--- src/rtl/bus_xbar_if.sv ---
// Native-bus bundle between the requesting masters, the crossbar and the
// slave devices. Everything except clock and reset travels in here.
//   m_valid/m_addr/m_wdata/m_wstrb : per-master request (flattened vectors)
//   m_ready/m_rdata                : per-master completion pulse and read data
//   s_valid/s_addr/s_wdata/s_wstrb : one-hot slave select plus shared request
//   s_ready/s_rdata                : per-slave response
//   err_irq                        : level error interrupt
// Modport 'master' is the crossbar's view; it masters the shared slave bus.
// Modport 'slave' is the environment's view (requesters and slave devices).
interface bus_xbar_if #(
    parameter int NUM_MASTERS = 2,
    parameter int NUM_SLAVES  = 8
);
    logic [NUM_MASTERS-1:0]    m_valid;
    logic [32*NUM_MASTERS-1:0] m_addr;
    logic [32*NUM_MASTERS-1:0] m_wdata;
    logic [4*NUM_MASTERS-1:0]  m_wstrb;
    logic [NUM_MASTERS-1:0]    m_ready;
    logic [32*NUM_MASTERS-1:0] m_rdata;
    logic [NUM_SLAVES-1:0]     s_valid;
    logic [31:0]               s_addr;
    logic [31:0]               s_wdata;
    logic [3:0]                s_wstrb;
    logic [NUM_SLAVES-1:0]     s_ready;
    logic [32*NUM_SLAVES-1:0]  s_rdata;
    logic                      err_irq;

    modport master (
        input  m_valid, m_addr, m_wdata, m_wstrb, s_ready, s_rdata,
        output m_ready, m_rdata, s_valid, s_addr, s_wdata, s_wstrb, err_irq
    );

    modport slave (
        output m_valid, m_addr, m_wdata, m_wstrb, s_ready, s_rdata,
        input  m_ready, m_rdata, s_valid, s_addr, s_wdata, s_wstrb, err_irq
    );
endinterface

--- src/rtl/bus_xbar.sv ---
// Round-robin native-bus crossbar: NUM_MASTERS requesters share one slave
// bus decoded into NUM_SLAVES base/mask windows. Decode misses and slave
// timeouts return ERR_RDATA and are logged in a 16-byte status window at
// STAT_ADDR (+0 err_addr, +4 err_count, +8 err_irq, +C zero); any write to
// +4 clears the count and the interrupt.
// Ports: clk, reset (synchronous, active high), bus (bus_xbar_if.master).
module bus_xbar #(
    parameter int                       NUM_MASTERS    = 2,
    parameter int                       NUM_SLAVES     = 8,
    parameter logic [32*NUM_SLAVES-1:0] SLAVE_BASE     = {NUM_SLAVES{32'h0000_0000}},
    parameter logic [32*NUM_SLAVES-1:0] SLAVE_MASK     = {NUM_SLAVES{32'hFF00_0000}},
    parameter int                       TIMEOUT_CYCLES = 255,
    parameter logic [31:0]              STAT_ADDR      = 32'h4000_F000,
    parameter logic [31:0]              ERR_RDATA      = 32'hDEAD_BEEF
) (
    input  logic       clk,
    input  logic       reset,
    bus_xbar_if.master bus
);
    localparam int          MW       = (NUM_MASTERS > 1) ? $clog2(NUM_MASTERS) : 1;
    localparam int          SW       = (NUM_SLAVES > 1) ? $clog2(NUM_SLAVES) : 1;
    localparam logic [31:0] TMO_LAST = 32'(TIMEOUT_CYCLES - 1);

    // ST_TMO is the single error-response cycle that follows the last
    // unanswered BUSY cycle, so s_valid stays up for exactly TIMEOUT_CYCLES.
    typedef enum logic [1:0] {
        ST_IDLE = 2'd0,
        ST_BUSY = 2'd1,
        ST_TMO  = 2'd2
    } state_t;

    state_t          state_q, state_d;
    logic [MW-1:0]   grant_q, grant_d;
    logic [MW-1:0]   last_grant_q, last_grant_d;
    logic [31:0]     timer_q, timer_d;
    logic [31:0]     err_addr_q, err_addr_d;
    logic [15:0]     err_count_q, err_count_d;
    logic            err_irq_q, err_irq_d;

    logic [31:0]     m_addr_a  [NUM_MASTERS];
    logic [31:0]     m_wdata_a [NUM_MASTERS];
    logic [3:0]      m_wstrb_a [NUM_MASTERS];
    logic [31:0]     s_rdata_a [NUM_SLAVES];

    logic            req_valid_s;
    logic [31:0]     req_addr_s;
    logic [31:0]     req_wdata_s;
    logic [3:0]      req_wstrb_s;
    logic            stat_hit_s;
    logic [31:0]     stat_rdata_s;
    logic [NUM_SLAVES-1:0] hit_vec_s;
    logic            slv_hit_s;
    logic [SW-1:0]   slv_idx_s;
    logic [MW-1:0]   arb_idx_s;
    logic [MW-1:0]   arb_cand_s;
    logic            arb_found_s;
    logic            arb_take_s;
    logic [NUM_SLAVES-1:0] s_valid_s;
    logic            done_s;
    logic [31:0]     resp_rdata_s;
    logic            log_s;
    logic            clear_s;
    logic            busy_s;
    logic            resp_en_s;

    // Outputs are held at zero while reset is asserted, so a transfer caught
    // by reset never sees a completion pulse.
    assign busy_s    = (state_q == ST_BUSY) && !reset;
    assign resp_en_s = done_s && !reset;

    for (genvar gi = 0; gi < NUM_MASTERS; gi++) begin : g_mst
        assign m_addr_a[gi]  = bus.m_addr[32*gi +: 32];
        assign m_wdata_a[gi] = bus.m_wdata[32*gi +: 32];
        assign m_wstrb_a[gi] = bus.m_wstrb[4*gi +: 4];
        assign bus.m_ready[gi]          = resp_en_s && (grant_q == MW'(gi));
        assign bus.m_rdata[32*gi +: 32] = (resp_en_s && (grant_q == MW'(gi))) ? resp_rdata_s : 32'h0000_0000;
    end

    for (genvar gs = 0; gs < NUM_SLAVES; gs++) begin : g_slv
        assign s_rdata_a[gs] = bus.s_rdata[32*gs +: 32];
        assign hit_vec_s[gs] = ((req_addr_s & SLAVE_MASK[32*gs +: 32]) == SLAVE_BASE[32*gs +: 32]);
    end

    assign bus.s_valid = busy_s ? s_valid_s : {NUM_SLAVES{1'b0}};
    assign bus.s_addr  = busy_s ? req_addr_s : 32'h0000_0000;
    assign bus.s_wdata = busy_s ? req_wdata_s : 32'h0000_0000;
    assign bus.s_wstrb = busy_s ? req_wstrb_s : 4'h0;
    assign bus.err_irq = err_irq_q;

    // Granted-master mux, address decode and status-window read data.
    always_comb begin
        req_valid_s = bus.m_valid[grant_q];
        req_addr_s  = m_addr_a[grant_q];
        req_wdata_s = m_wdata_a[grant_q];
        req_wstrb_s = m_wstrb_a[grant_q];
        stat_hit_s  = ((req_addr_s & 32'hFFFF_FFF0) == STAT_ADDR);
        slv_hit_s   = |hit_vec_s;
        // Walking downwards leaves the lowest-index hit in slv_idx_s.
        slv_idx_s   = {SW{1'b0}};
        for (int k = NUM_SLAVES - 1; k >= 0; k--) begin
            slv_idx_s = hit_vec_s[k] ? SW'(k) : slv_idx_s;
        end
        case (req_addr_s[3:2])
            2'd0:    stat_rdata_s = err_addr_q;
            2'd1:    stat_rdata_s = {16'h0000, err_count_q};
            2'd2:    stat_rdata_s = {31'h0000_0000, err_irq_q};
            default: stat_rdata_s = 32'h0000_0000;
        endcase
    end

    // Round-robin pick: first requester at or after last_grant+1, wrapping.
    always_comb begin
        arb_idx_s   = last_grant_q;
        arb_found_s = 1'b0;
        arb_cand_s  = last_grant_q;
        arb_take_s  = 1'b0;
        for (int i = 1; i <= NUM_MASTERS; i++) begin
            arb_cand_s  = MW'((int'(last_grant_q) + i) % NUM_MASTERS);
            arb_take_s  = !arb_found_s && bus.m_valid[arb_cand_s];
            arb_idx_s   = arb_take_s ? arb_cand_s : arb_idx_s;
            arb_found_s = arb_found_s | arb_take_s;
        end
    end

    // Transaction FSM next state, responses and error log updates.
    always_comb begin
        state_d      = state_q;
        grant_d      = grant_q;
        last_grant_d = last_grant_q;
        timer_d      = timer_q;
        err_addr_d   = err_addr_q;
        err_count_d  = err_count_q;
        err_irq_d    = err_irq_q;
        s_valid_s    = {NUM_SLAVES{1'b0}};
        done_s       = 1'b0;
        resp_rdata_s = 32'h0000_0000;
        log_s        = 1'b0;
        clear_s      = 1'b0;
        case (state_q)
            ST_IDLE: begin
                if (|bus.m_valid) begin
                    grant_d = arb_idx_s;
                    state_d = ST_BUSY;
                end else begin
                    state_d = ST_IDLE;
                end
            end
            ST_BUSY: begin
                if (!req_valid_s) begin
                    // Master withdrew: silent abort, still counts as its turn.
                    state_d      = ST_IDLE;
                    last_grant_d = grant_q;
                end else if (stat_hit_s) begin
                    done_s       = 1'b1;
                    resp_rdata_s = stat_rdata_s;
                    clear_s      = (req_wstrb_s != 4'h0) && (req_addr_s[3:2] == 2'd1);
                    state_d      = ST_IDLE;
                    last_grant_d = grant_q;
                end else if (slv_hit_s) begin
                    s_valid_s[slv_idx_s] = 1'b1;
                    if (bus.s_ready[slv_idx_s]) begin
                        done_s       = 1'b1;
                        resp_rdata_s = s_rdata_a[slv_idx_s];
                        state_d      = ST_IDLE;
                        last_grant_d = grant_q;
                    end else begin
                        timer_d = timer_q + 32'h0000_0001;
                        state_d = (timer_q == TMO_LAST) ? ST_TMO : ST_BUSY;
                    end
                end else begin
                    done_s       = 1'b1;
                    resp_rdata_s = ERR_RDATA;
                    log_s        = 1'b1;
                    state_d      = ST_IDLE;
                    last_grant_d = grant_q;
                end
            end
            ST_TMO: begin
                if (req_valid_s) begin
                    done_s       = 1'b1;
                    resp_rdata_s = ERR_RDATA;
                    log_s        = 1'b1;
                end else begin
                    done_s = 1'b0;
                end
                state_d      = ST_IDLE;
                last_grant_d = grant_q;
            end
            default: begin
                state_d = ST_IDLE;
            end
        endcase
        // A logged error takes precedence over a simultaneous clear.
        if (log_s) begin
            err_addr_d  = req_addr_s;
            err_count_d = (err_count_q == 16'hFFFF) ? 16'hFFFF : err_count_q + 16'h0001;
            err_irq_d   = 1'b1;
        end else if (clear_s) begin
            err_count_d = 16'h0000;
            err_irq_d   = 1'b0;
        end else begin
            err_irq_d = err_irq_q;
        end
        timer_d = (state_d == ST_IDLE) ? 32'h0000_0000 : timer_d;
    end

    // State and error-log registers with synchronous reset.
    always_ff @(posedge clk) begin
        if (reset) begin
            state_q      <= ST_IDLE;
            grant_q      <= {MW{1'b0}};
            last_grant_q <= MW'(NUM_MASTERS - 1);
            timer_q      <= 32'h0000_0000;
            err_addr_q   <= 32'h0000_0000;
            err_count_q  <= 16'h0000;
            err_irq_q    <= 1'b0;
        end else begin
            state_q      <= state_d;
            grant_q      <= grant_d;
            last_grant_q <= last_grant_d;
            timer_q      <= timer_d;
            err_addr_q   <= err_addr_d;
            err_count_q  <= err_count_d;
            err_irq_q    <= err_irq_d;
        end
    end
endmodule

--- src/flat_wrapper.sv ---
// flat-port wrapper written by rule: the top's interface ports become plain ports
module bus_xbar_flat 
#(
    parameter int                       NUM_MASTERS    = 2,
    parameter int                       NUM_SLAVES     = 8,
    parameter logic [32*NUM_SLAVES-1:0] SLAVE_BASE     = {NUM_SLAVES{32'h0000_0000}},
    parameter logic [32*NUM_SLAVES-1:0] SLAVE_MASK     = {NUM_SLAVES{32'hFF00_0000}},
    parameter int                       TIMEOUT_CYCLES = 255,
    parameter logic [31:0]              STAT_ADDR      = 32'h4000_F000,
    parameter logic [31:0]              ERR_RDATA      = 32'hDEAD_BEEF
)
  (clk, reset, bus_m_valid, bus_m_addr, bus_m_wdata, bus_m_wstrb, bus_s_ready, bus_s_rdata, bus_m_ready, bus_m_rdata, bus_s_valid, bus_s_addr, bus_s_wdata, bus_s_wstrb, bus_err_irq);
  bus_xbar_if #(.NUM_MASTERS(NUM_MASTERS), .NUM_SLAVES(NUM_SLAVES)) bus_i ();
  input  logic clk;
  input  logic reset;
  input wire logic [$bits(bus_i.m_valid)-1:0] bus_m_valid;
  input wire logic [$bits(bus_i.m_addr)-1:0] bus_m_addr;
  input wire logic [$bits(bus_i.m_wdata)-1:0] bus_m_wdata;
  input wire logic [$bits(bus_i.m_wstrb)-1:0] bus_m_wstrb;
  input wire logic [$bits(bus_i.s_ready)-1:0] bus_s_ready;
  input wire logic [$bits(bus_i.s_rdata)-1:0] bus_s_rdata;
  output wire logic [$bits(bus_i.m_ready)-1:0] bus_m_ready;
  output wire logic [$bits(bus_i.m_rdata)-1:0] bus_m_rdata;
  output wire logic [$bits(bus_i.s_valid)-1:0] bus_s_valid;
  output wire logic [$bits(bus_i.s_addr)-1:0] bus_s_addr;
  output wire logic [$bits(bus_i.s_wdata)-1:0] bus_s_wdata;
  output wire logic [$bits(bus_i.s_wstrb)-1:0] bus_s_wstrb;
  output wire logic [$bits(bus_i.err_irq)-1:0] bus_err_irq;
  assign bus_i.m_valid = bus_m_valid;
  assign bus_i.m_addr = bus_m_addr;
  assign bus_i.m_wdata = bus_m_wdata;
  assign bus_i.m_wstrb = bus_m_wstrb;
  assign bus_i.s_ready = bus_s_ready;
  assign bus_i.s_rdata = bus_s_rdata;
  assign bus_m_ready = bus_i.m_ready;
  assign bus_m_rdata = bus_i.m_rdata;
  assign bus_s_valid = bus_i.s_valid;
  assign bus_s_addr = bus_i.s_addr;
  assign bus_s_wdata = bus_i.s_wdata;
  assign bus_s_wstrb = bus_i.s_wstrb;
  assign bus_err_irq = bus_i.err_irq;
  bus_xbar #(.NUM_MASTERS(NUM_MASTERS), .NUM_SLAVES(NUM_SLAVES), .SLAVE_BASE(SLAVE_BASE), .SLAVE_MASK(SLAVE_MASK), .TIMEOUT_CYCLES(TIMEOUT_CYCLES), .STAT_ADDR(STAT_ADDR), .ERR_RDATA(ERR_RDATA)) u_core (.clk(clk), .reset(reset), .bus(bus_i));
endmodule
--- config.mk ---
export PLATFORM = sky130hd
export DESIGN_NAME = bus_xbar_flat
export DESIGN_NICKNAME = d
export VERILOG_FILES = /design/src/rtl/bus_xbar_if.sv /design/src/rtl/bus_xbar.sv /design/src/flat_wrapper.sv
export SDC_FILE = /design/constraint.sdc
export NUM_CORES = 1
export LEC_CHECK = 0
export ABC_AREA = 1
export CAP_MARGIN = 10
export CORE_AREA = 2 2 212 214
export CTS_CLUSTER_SIZE = 16
export DETAILED_ROUTE_END_ITERATION = 7
export DIE_AREA = 0 0 214 216
export MAX_ROUTING_LAYER = met4
export PLACE_DENSITY = 0.45
export SLEW_MARGIN = 10
export SYNTH_ARGS = -nofsm -noshare
export SYNTH_HDL_FRONTEND = slang
export SYNTH_SLANG_ARGS = --single-unit
--- constraint.sdc ---
create_clock -name clk -period 2.2 [get_ports clk]
set_input_delay 0.44 -clock clk [delete_from_list [all_inputs] [get_ports clk]]
set_output_delay 0.44 -clock clk [all_outputs]
set_load 0.02 [all_outputs]
# == Yosys cells after proc, flatten, opt, wreduce, memory -nomap -nowiden ==
# Index checks and enable logic that the tools add are counted.
# word_totals
ff_bits,85
latch_bits,0
mem_bits_rw,0
rom_bits,0
in_bits,404
out_inout_bits,143
wordCells,111
n_memories,0
# op_classes
add_sub_neg,4
mul,0
n_div,0
order_cmp,4
n_eq_ne,8
shift,0
mux,64
bitwise,4
reduce_logical,20
# op_table
cell,count
32-bit two-way mux,15
32-bit case mux with 3 select lines,1
32-bit case mux with 2 select lines,1
16-bit two-way mux,3
32-bit by 1-bit adder with 32-bit output (second input constant),1
32-bit by 8-bit equality test with 1-bit output (second input constant),1
32-bit logical NOT,1
8-bit two-way mux,4
28-bit by 27-bit equality test with 1-bit output (second input constant),1
1-bit two-way mux,27
16-bit by 1-bit adder with 16-bit output (second input constant),1
16-bit equality test (second input constant),1
4-bit two-way mux,4
2-bit two-way mux,5
1-bit logical AND,6
2-bit logical NOT,3
1-bit by 2-bit less-than comparator with 1-bit output (second input constant),3
1-bit case mux with 2 select lines,3
5-bit inequality test (second input constant),1
5-bit AND reduction,1
2-bit by 1-bit equality test with 1-bit output (second input constant),2
2-bit equality test (second input constant),2
2-bit case mux with 2 select lines,1
2-bit AND reduction,2
other kinds (8),14

# == Longest topological paths before layout ==
# Gate-level depths: netlist (run 1).
# logic_depth
ltp_word,12
depth_mapped,18
depth_no_buf,16

# == Worst setup path after synthesis (run 1) ==
# Ideal clock, no wire load.
# synth_path
path_kind,flip-flop to output port
start,register u_core.grant_q
end,output port bus_m_rdata[17]
arrival_time_ns,1.960
required_ns,1.760
slack_ns,-0.200
path_stages_with_launch,12
path_buffers,4
cell_sequence,dfxtp_1 buf_4 buf_6 buf_6 nand2_2 nand2_2 nor2_1 clkbuf_1 nand2_1 o21ai_0 nand2_1 nor2_1
# synth_via
elab_chain_len,12
elab_cells_between_ends,25
classes_between,eq/ne: 3; mux: 16; bitwise: 2; reduce/logical: 4
# synth_lines
element,line_no,rtl
from (decl),bus_xbar.sv:33,"logic [MW-1:0] grant_q, grant_d;"
from (signal assigned),bus_xbar.sv:211,grant_q <= {MW{1'b0}};
from (signal assigned),bus_xbar.sv:219,grant_q <= grant_d;
1-bit inverter with 2-bit output (not written as such),bus_xbar.sv:93,req_addr_s = m_addr_a[grant_q];
32-bit two-way mux (not written as such) (3 in a row),bus_xbar.sv:93,
32-bit logical NOT,bus_xbar.sv:81,assign hit_vec_s[gs] = ((req_addr_s & SLAVE_MASK[32*gs +: 32]) == SLAVE_BASE[32*gs +: 32]);
1-bit two-way mux,bus_xbar.sv:159,end else if (slv_hit_s) begin
1-bit two-way mux,bus_xbar.sv:153,end else if (stat_hit_s) begin
1-bit two-way mux,bus_xbar.sv:149,if (!req_valid_s) begin
1-bit case mux with 2 select lines,bus_xbar.sv:139,case (state_q)
1-bit logical AND,bus_xbar.sv:69,assign resp_en_s = done_s && !reset;
1-bit logical AND,bus_xbar.sv:76,assign bus.m_rdata[32*gi +: 32] = (resp_en_s && (grant_q == MW'(gi))) ? resp_rdata_s : 32'h0000_0000;
32-bit two-way mux *,bus_xbar.sv:76,
to (decl),flat_wrapper.sv:23,output wire logic [$bits(bus_i.m_rdata)-1:0] bus_m_rdata;
# Every way passes the cells marked *; elsewhere a longest branch is shown, timed or not. The select of a mux whose other input is x is not followed.

# == Worst setup path in the final report (run 1) ==
# layout_path
start,register u_core.grant_q
end,output port bus_m_rdata[35]
# The elaborated chain is that of the path after synthesis.

==> metrics.sh, run 1 <==
STATUS='finished with violations'
VIOLATIONS='setup timing'
SYNTH-COMPOUND-AREA-SHARE_PCT=11.8
SYNTH-SEQ-AREA-SHARE_PCT=24.1
ROUTE.FINAL.WIRE_LENGTH_UM=33900
SYNTH_ADDER_AREA_SHARE_PCT=1.06
DRT_ITER0_DRC=378
SYNTH-WARNING-COUNT=0
SYNTH_XOR_XNOR_AREA_SHARE_PCT=2.97
SETUP_VIOLATIONS=176
CLK_TRANSITION_REPORTED_PATHS_NS=0.07
NUMBER_OF_GLOBAL_ROUTE_VIAS_BEFORE_REPAIR=9262
SHARE_OF_LAYOUT_CELLS_ABOVE_DRIVE_STRENGTH_1_PCT=36.5
CRITICAL-PATH-TOP-CELL-BY-COUNT='sky130_fd_sc_hd__nand2_1'
MULTIPLEXER_FRACTION_OF_THE_SYNTHESIZED_CELL_AREA_PCT=0.283
GRT_REMAINING_OVERFLOW=0
TIMING.CRITICAL_PATH.FROM_TYPE='register'
WORSTHOLDPATHTYPE='reg2reg'
DRTANTENNAVIOLNETS=0
GRT_PASS1_WL_UM=51300
STDCELL_COUNT=2337
DIE_OUTLINE_AREA_SQ_UM=46200
SYNTHESIS_STAGE_REGISTER_BIT_COUNT=85
DP_CELL_COUNT=2263
DR_TOTAL_VIAS=9427
GRT_UTIL_ALL_LAYERS_PCT=14.3
SYN_TO_FINAL_GROWTH_PCT=99.9
CELLLEAKAGEPOWER_nW=6.21
CTS_TREE='done'
RSZ0062_AT_GRT='true'
TIMING_MAX_TRANSITION_VIOLATIONS_FINAL=0
DETAILED_PLACE_HPWL_UM=26500
DIE_HEIGHT_UM=216
POST_SYNTH_MAIN_AREA_CONTRIBUTORS='sky130_fd_sc_hd__dfxtp_1 (24%), sky130_fd_sc_hd__nand2_1 (20%), sky130_fd_sc_hd__nor2_1 (13%), sky130_fd_sc_hd__inv_1 (6.6%), sky130_fd_sc_hd__a21oi_1 (4.5%)'
ROWS=77
POSTSYNTHCELLCOUNT=1257
FLOORPLAN.CORE_AREA_SQ_UM=43800
HOLD_VIOL=0
CTS_INSERTED_BUFFERS=9
INITIAL_ANTENNA_VIOLATION_COUNT=2
CRIT_PATH_CELL_TRACE='clkinv_8, buf_4, nand2_1, o21ai_2, nor2_1, nand2_1, nor2_1, nand2_1, buf_12, buf_12, o22ai_2, inv_1, nor2_4, buf_4, nor2_4, buf_6'
WHS_PATH_DEPTH=2
DIE-WIDTH_UM=214
NETLIST_AREA_SQ_UM=7070
ENDPOINT_KIND='primary output'
DR.PASS1.ITERS=5
GRT_MAX_DEGREE=39
SYNTH_SIMPLE_GATE_AREA_SHARE_PCT=46.9
CLK_PATH_BUF_DEPTH=2
WORST-SETUP-PATH-TYPE='reg2out'
LAYOUT.NETS=2148
POST-SYNTH-TOP-AREA-CELL='sky130_fd_sc_hd__dfxtp_1'
TNS_NS=-70.34
VDD_DROP_MAX_mV=0.273
REG2REG_DEPTH=17
DRT_DRC_VIOLATIONS_LEFT=0
IO_BUFFERS=308
LARGEST_FAMILY_OF_LOGIC_CELLS_BY_SYNTHESIZED_AREA='simple AND/OR/NAND/NOR gates'
CLOCK_SINK_COUNT=85
MAX_CAP_VIOL_COUNT=0
CP.ARRIVAL_NS=2.56
VIAS_PER_CELL=4.03
INITIAL_UTILIZATION_PCT=16.1
DESIGN_POWER_TOTAL_mW=4.75
I_O_PIN_COUNT=547
CTS-HTREE-LEVELS=3
CLOCK_SKEW_NS=0.0134
SETUP_WS_NS=-0.795
FINALCRITPERIODSHARE_PCT=136
PWR_DENSITY_CELL_nW_PER_UM2=336
WORSTSKEWPAIRLATENCY_NS=0.35
CTSROOTBUFFERMASTER='sky130_fd_sc_hd__clkbuf_16'
POST_SYNTH.CELL_AREA_AVG_SQ_UM=5.62
CRITICAL_PATH.MAX_STAGE_DELAY_NS=0.45
TIMING.FINAL.CRIT_PERIOD_NS=3.00
POST-SYNTH-TOP-AREA-FRACTION_PCT=24.1
DP_WORST_SETUP_SLACK_NS=-1.36
FINAL_CORE_AREA_UTILIZATION_PCT=32.2
MAX_FREQ_MHz=334
GPL.FINAL_WEIGHTED_CONGESTION=0.838
YS_TYPES=41
SLOWEST_STAGE='sky130_fd_sc_hd__dfxtp_4'
ROUTE.DETAILED.WL_PER_INST_UM=14.5
WORSTPATHMAXFANOUT=16
CRIT_REQUIRED_NS=1.76
==> Yosys cell counts (all sizes together) <==
master and number:
nand2 382, nor2 278, inv 129, dfxtp 85, nand3 73, o21ai 66
a21oi 64, buf 45, clkbuf 27, xor2 20, nand4 18, nor3 13
o21a 11, o22ai 11, or2 9, ha 6, nor4 6, xnor2 4
a22o 2, mux2i 2, nand3b 2, and3 1, clkinv 1, conb 1
o21bai 1
==> cells in the final DEF (no fill, tap or decap), drive strengths merged, types with 20 or more instances in the layout <==
cell,instances
nor2,278
xor2,20
dfxtp,85
o21ai,66
clkdlybuf4s50,172
nand2,383
nand3,73
clkbuf,30
inv,133
a21oi,64
buf,335
==> cell type report <==
| cell class | count | area (sq um) |
|---|---|---|
| multi-input combinational | 977 | 5560 |
| timing repair buffer | 535 | 5300 |
| sequential | 85 | 1710 |
| clock inverter | 7 | 73.8 |
| tap | 592 | 741 |
| antenna | 2 | 5.00 |
| fill | 4766 | 29700 |
| clock buffer | 9 | 225 |
| inverter | 130 | 517 |
==> through the flow <==
stage / hold WS (ns) / cell area (sq um)
2_1_floorplan: 0.452 / 7580
5_1_grt: 0.508 / 14100
4_1_cts: 0.488 / 13300
6_report: 0.482 / 14100
3_5_place_dp: 0.474 / 12500
3_3_place_gp: 0.467 / 12500
==> path summary, 6_finish.rpt <==
path / slack (ns) / start / endpoint
setup / recovery: -0.80 / u_core.grant_q / bus_m_rdata[35]
hold / removal: 0.48 / u_core.err_addr_q[22] / u_core.err_addr_q[22]
setup reg to reg: -0.30 / u_core.grant_q / u_core.err_count_q[3]
hold reg to reg: 0.48 / u_core.err_addr_q[22] / u_core.err_addr_q[22]
==> routing by layer <==
| metal | wire, um | global-route usage [%] | up-vias |
|---|---|---|---|
| met1 | 15600 | 18.4 | 4236 |
| met4 | 416 | 3.10 | 0 |
| met3 | 1640 | 2.04 | 18 |
| met2 | 16200 | 24.0 | 286 |
| met5 | 0 | - | - |
| li1 | - | - | 4887 |
==> kinds of logic after synthesis <==
group / count (synthesis)
other: 1
flip-flops: 85
buffers and inverters: 202
AND/OR/NAND/NOR: 782
adder cells (fa/ha/maj): 6
AO/OA/AOI/OAI: 155
XOR/XNOR: 24
multiplexers: 2
==> where the power goes <==
group	internal [mW]	switching (mW)	total, mW
logic	0.833	0.776	1.61
registers	1.56	0.0229	1.59
clock network	0.807	0.744	1.55
==> state kept, by name (all words and copies together) (netlist names) <==
register / cells
u_core.timer_q: 32
u_core.err_addr_q: 32
u_core.state_q: 2
u_core.last_grant_q: 1
u_core.grant_q: 1
u_core.bus.err_irq: 1
u_core.err_count_q: 16
==> what timing repair did <==
action | CTS | global route
hold buffers | 0 | 0
pin swaps | 37 | 41
buffers inserted | 25 | 21
gates resized for setup | 551 | 307
endpoints found under the setup margin | 216 | 218
cloned | 5 | 6
==> critical path: cells and delay by family (launching register included) <==
kind            cells  cell delay (ns)
compound gates      2             0.18
buf+inv             7             0.90
flops               1             0.45
simple gates        7             0.67
(Power assumes the default switching activity.)
==> inputs of run 2 (changes only) <==
- RECOVER_POWER: unset -> 25
==> run 2 against run 1 <==
Largest power group unchanged. Clock skew is the same. Cell area unchanged. Sequential share of layout area unchanged. Die area unchanged. Largest cell class unchanged. Combinational power hardly changed. Critical path depth stayed put. The run still ends with setup timing left.
==> metrics.sh, run 2 (synthesis results as in run 1) <==
INITIAL_UTILIZATION_PCT=16.1  # unchanged
ROUTE.DETAILED.WL_PER_INST_UM=14.5  # unchanged
SETUP_WS_NS=-0.795  # unchanged
GRT_UTIL_ALL_LAYERS_PCT=14.3  # unchanged
CRIT-REG2REG-LAUNCH='u_core.grant_q'
CLOCK_SKEW_NS=0.0134  # unchanged
SEQUENTIAL_SHARE_OF_POWER_PCT=33.4  # about the same
RSZ0062_AT_GRT='true'
CLOCK_SINK_COUNT=85  # unchanged
SLOWEST_STAGE='sky130_fd_sc_hd__dfxtp_4'
CELLLEAKAGEPOWER_nW=6.22  # about the same
DIE_HEIGHT_UM=216  # unchanged
CLK_PATH_BUF_DEPTH=2  # unchanged
LAYOUT.NETS=2148  # unchanged
CTSROOTBUFFERMASTER='sky130_fd_sc_hd__clkbuf_16'
CRITICAL-PATH-TOP-CELL-BY-COUNT='sky130_fd_sc_hd__nand2_1'
STDCELL_COUNT=2337  # unchanged
DRT_DRC_VIOLATIONS_LEFT=0  # unchanged
SWITCHING_SHARE_PCT=32.5  # about the same
CTS_TREE='done'
FINALCRITPERIODSHARE_PCT=136  # unchanged
STATUS='finished with violations'
TIMING.HOLD.WS_NS=0.482  # unchanged
SHARE_OF_LAYOUT_CELLS_ABOVE_DRIVE_STRENGTH_1_PCT=36.5  # unchanged
FLOORPLAN.CORE_AREA_SQ_UM=43800  # unchanged
ROWS=77  # unchanged
WORSTPATHMAXFANOUT=16  # unchanged
POST_DP_CELL_AREA_SQ_UM=12500  # unchanged
MOSTFREQUENTLAYOUTCELLS='sky130_fd_sc_hd__nand2_1 (328), sky130_fd_sc_hd__buf_4 (202), sky130_fd_sc_hd__clkdlybuf4s50_1 (170)'
DP_CELL_COUNT=2263  # unchanged
REG2REG_DEPTH=17  # unchanged
CRIT_PATH_CELL_TRACE='clkinv_8, buf_4, nand2_1, o21ai_2, nor2_1, nand2_1, nor2_1, nand2_1, buf_12, buf_12, o22ai_2, inv_1, nor2_4, buf_4, nor2_4, buf_6'
WORST-SETUP-PATH-TYPE='reg2out'
GRT_PASS1_WL_UM=51300  # unchanged
DETAILED_PLACE_HPWL_UM=26500  # unchanged
WORSTHOLDENDPOINT='u_core.err_addr_q[22]'
WP_BUF_INV=7  # unchanged
WORSTHOLDSTART='u_core.err_addr_q[22]'
CELL_FAMILY_CONTRIBUTING_THE_MOST_DELAY_ON_THE_CRITICAL_PATH='buffers and inverters'
FINAL.FILL_COUNT=4766  # unchanged
CTS-HTREE-LEVELS=3  # unchanged
R2R_END='u_core.err_count_q[3]'
IO_BUFFERS=308  # unchanged
PWR_DENSITY_CELL_nW_PER_UM2=336  # about the same
CLK_TRANSITION_REPORTED_PATHS_NS=0.07  # about the same
PWR-SHARE-CLK_PCT=32.7  # about the same
ROUTE.FINAL.WIRE_LENGTH_UM=33900  # unchanged
WORSTSKEWPAIRLATENCY_NS=0.35  # about the same
MAX_FREQ_MHz=334  # unchanged
DEPTH_OF_THE_CRITICAL_TIMING_PATH_WITH_BUFFERS_AND_INVERTERS_INCLUDED=16  # unchanged
NUMBER_OF_GLOBAL_ROUTE_VIAS_BEFORE_REPAIR=9262  # unchanged
VIOLATIONS='setup timing'
GRT_MAX_DEGREE=39  # unchanged
VDD_DROP_MAX_mV=0.273  # unchanged
CTS_INSERTED_BUFFERS=9  # unchanged
HOLD_VIOL=0  # unchanged
FINAL_CELL_AREA_SQ_UM=14100  # unchanged
CRITICAL_PATH.MAX_STAGE_DELAY_NS=0.45  # about the same
SETUP_VIOLATIONS=176  # unchanged
DESIGN_POWER_TOTAL_mW=4.75  # about the same
I_O_PIN_COUNT=547  # unchanged
CP.ARRIVAL_NS=2.56  # about the same
TIMING.CRITICAL_PATH.FROM_TYPE='register'
REG2REG_SLACK_NS=-0.30  # about the same
TIMING_MAX_TRANSITION_VIOLATIONS_FINAL=0  # unchanged
CRIT_REQUIRED_NS=1.76  # about the same
MAX_CAP_VIOL_COUNT=0  # unchanged
GPL.FINAL_WEIGHTED_CONGESTION=0.838  # unchanged
MOSTFREQUENTLAYOUTCELL='sky130_fd_sc_hd__nand2_1'
DIE-WIDTH_UM=214  # unchanged
DR.PASS1.ITERS=5  # unchanged
INITIAL_ANTENNA_VIOLATION_COUNT=2  # unchanged
WHS_PATH_DEPTH=2  # unchanged
NUMBER_OF_BUFFERS_INSERTED_FOR_HOLD_REPAIR_AFTER_CLOCK_TREE_SYNTHESIS=0  # unchanged
DRT_ITER0_DRC=378  # unchanged
NETSWITCHINGPOWER_mW=1.54  # about the same
DRTANTENNAVIOLNETS=0  # unchanged
VIAS_PER_CELL=4.03  # unchanged
INTPOWER_mW=3.20  # about the same
SYN_TO_FINAL_GROWTH_PCT=99.9  # unchanged
DIE_OUTLINE_AREA_SQ_UM=46200  # unchanged
DR_TOTAL_VIAS=9427  # unchanged
FINAL_CORE_AREA_UTILIZATION_PCT=32.2  # unchanged
POWER.SHARE.COMBINATIONAL_PCT=33.9  # about the same
TIMING.FINAL.CRIT_PERIOD_NS=3.00  # unchanged
BIGGESTREGSBYFLOPS='u_core.err_addr_q x32, u_core.timer_q x32, u_core.err_count_q x16'
WORSTHOLDPATHTYPE='reg2reg'
ENDPOINT_KIND='primary output'
GRT_REMAINING_OVERFLOW=0  # unchanged
==> run 2: power groups by stage <==
stage               Clock [mW]  Sequential, mW  Combinational [mW]
floorplan                    0            1.61               0.567
detailed placement           0            1.62                1.36
finish                    1.55            1.59                1.61
global placement             0            1.62                1.36
global route              1.68            1.59                1.73
CTS                       1.62            1.59                1.47
==> run 2: layer usage <==
metal / global-route usage [%] / routed length [um] / up-vias
li1: - / - / 4887
met1: 18.4 / 15600 / 4236
met2: 24.0 / 16200 / 286
met3: 2.04 / 1640 / 18
met4: 3.10 / 416 / 0
met5: - / 0 / -
==> run 2: area by class of cell <==
cell class / instances / area, sq um / share of cell area, %
Tap cell: 592 / 741 / 5.24
Timing Repair Buffer: 535 / 5300 / 37.5
Clock buffer: 9 / 225 / 1.59
Inverter: 130 / 517 / 3.66
Multi-Input combinational cell: 977 / 5560 / 39.3
Clock inverter: 7 / 73.8 / 0.522
Sequential cell: 85 / 1710 / 12.1
Antenna cell: 2 / 5.00 / 0.0354
==> run 2: worst max-delay path by stage <==
stage | start | slack (ns) | to
floorplan | u_core.grant_q | -0.05 | bus_m_ready[1]
global placement | bus_m_addr[25] | -1.37 | bus_m_rdata[31]
detailed placement | bus_m_addr[25] | -1.36 | bus_m_rdata[31]
CTS | u_core.grant_q | -0.87 | bus_m_rdata[48]
global route | u_core.grant_q | -0.92 | bus_m_rdata[35]
finish | u_core.grant_q | -0.80 | bus_m_rdata[35]
==> run 2: worst reg2reg max path, cell delays in order, from the launching register on <==
cell and delay (ns):
sky130_fd_sc_hd__dfxtp_4 0.45, sky130_fd_sc_hd__clkinv_8 0.12, sky130_fd_sc_hd__buf_4 0.17, sky130_fd_sc_hd__o21ai_2 0.22
sky130_fd_sc_hd__nor2_1 0.06, sky130_fd_sc_hd__nand2_1 0.14, sky130_fd_sc_hd__buf_4 0.13, sky130_fd_sc_hd__buf_4 0.10
sky130_fd_sc_hd__nor2_4 0.04, sky130_fd_sc_hd__buf_12 0.13, sky130_fd_sc_hd__nor2_1 0.12, sky130_fd_sc_hd__nand2_2 0.08
sky130_fd_sc_hd__nand2_4 0.12, sky130_fd_sc_hd__nand2_8 0.09, sky130_fd_sc_hd__buf_12 0.14, sky130_fd_sc_hd__clkbuf_16 0.16
sky130_fd_sc_hd__nand3_1 0.07, sky130_fd_sc_hd__a21oi_1 0.06
==> run 2: stage by stage <==
stage               setup TNS (ns)  setup WS (ns)
global placement           -170.00          -1.37
finish                      -70.34         -0.795
CTS                         -81.74         -0.870
floorplan                    -1.81        -0.0485
global route                -93.08         -0.915
detailed placement         -168.00          -1.36
==> run 2: timing repair <==
| item | 4_1_cts | 5_1_grt |
|---|---|---|
| gates resized for setup | 551 | 307 |
| gates cloned | 5 | 6 |
| endpoints found under the setup margin | 216 | 218 |
| pin swaps | 37 | 41 |
| setup buffers | 25 | 21 |
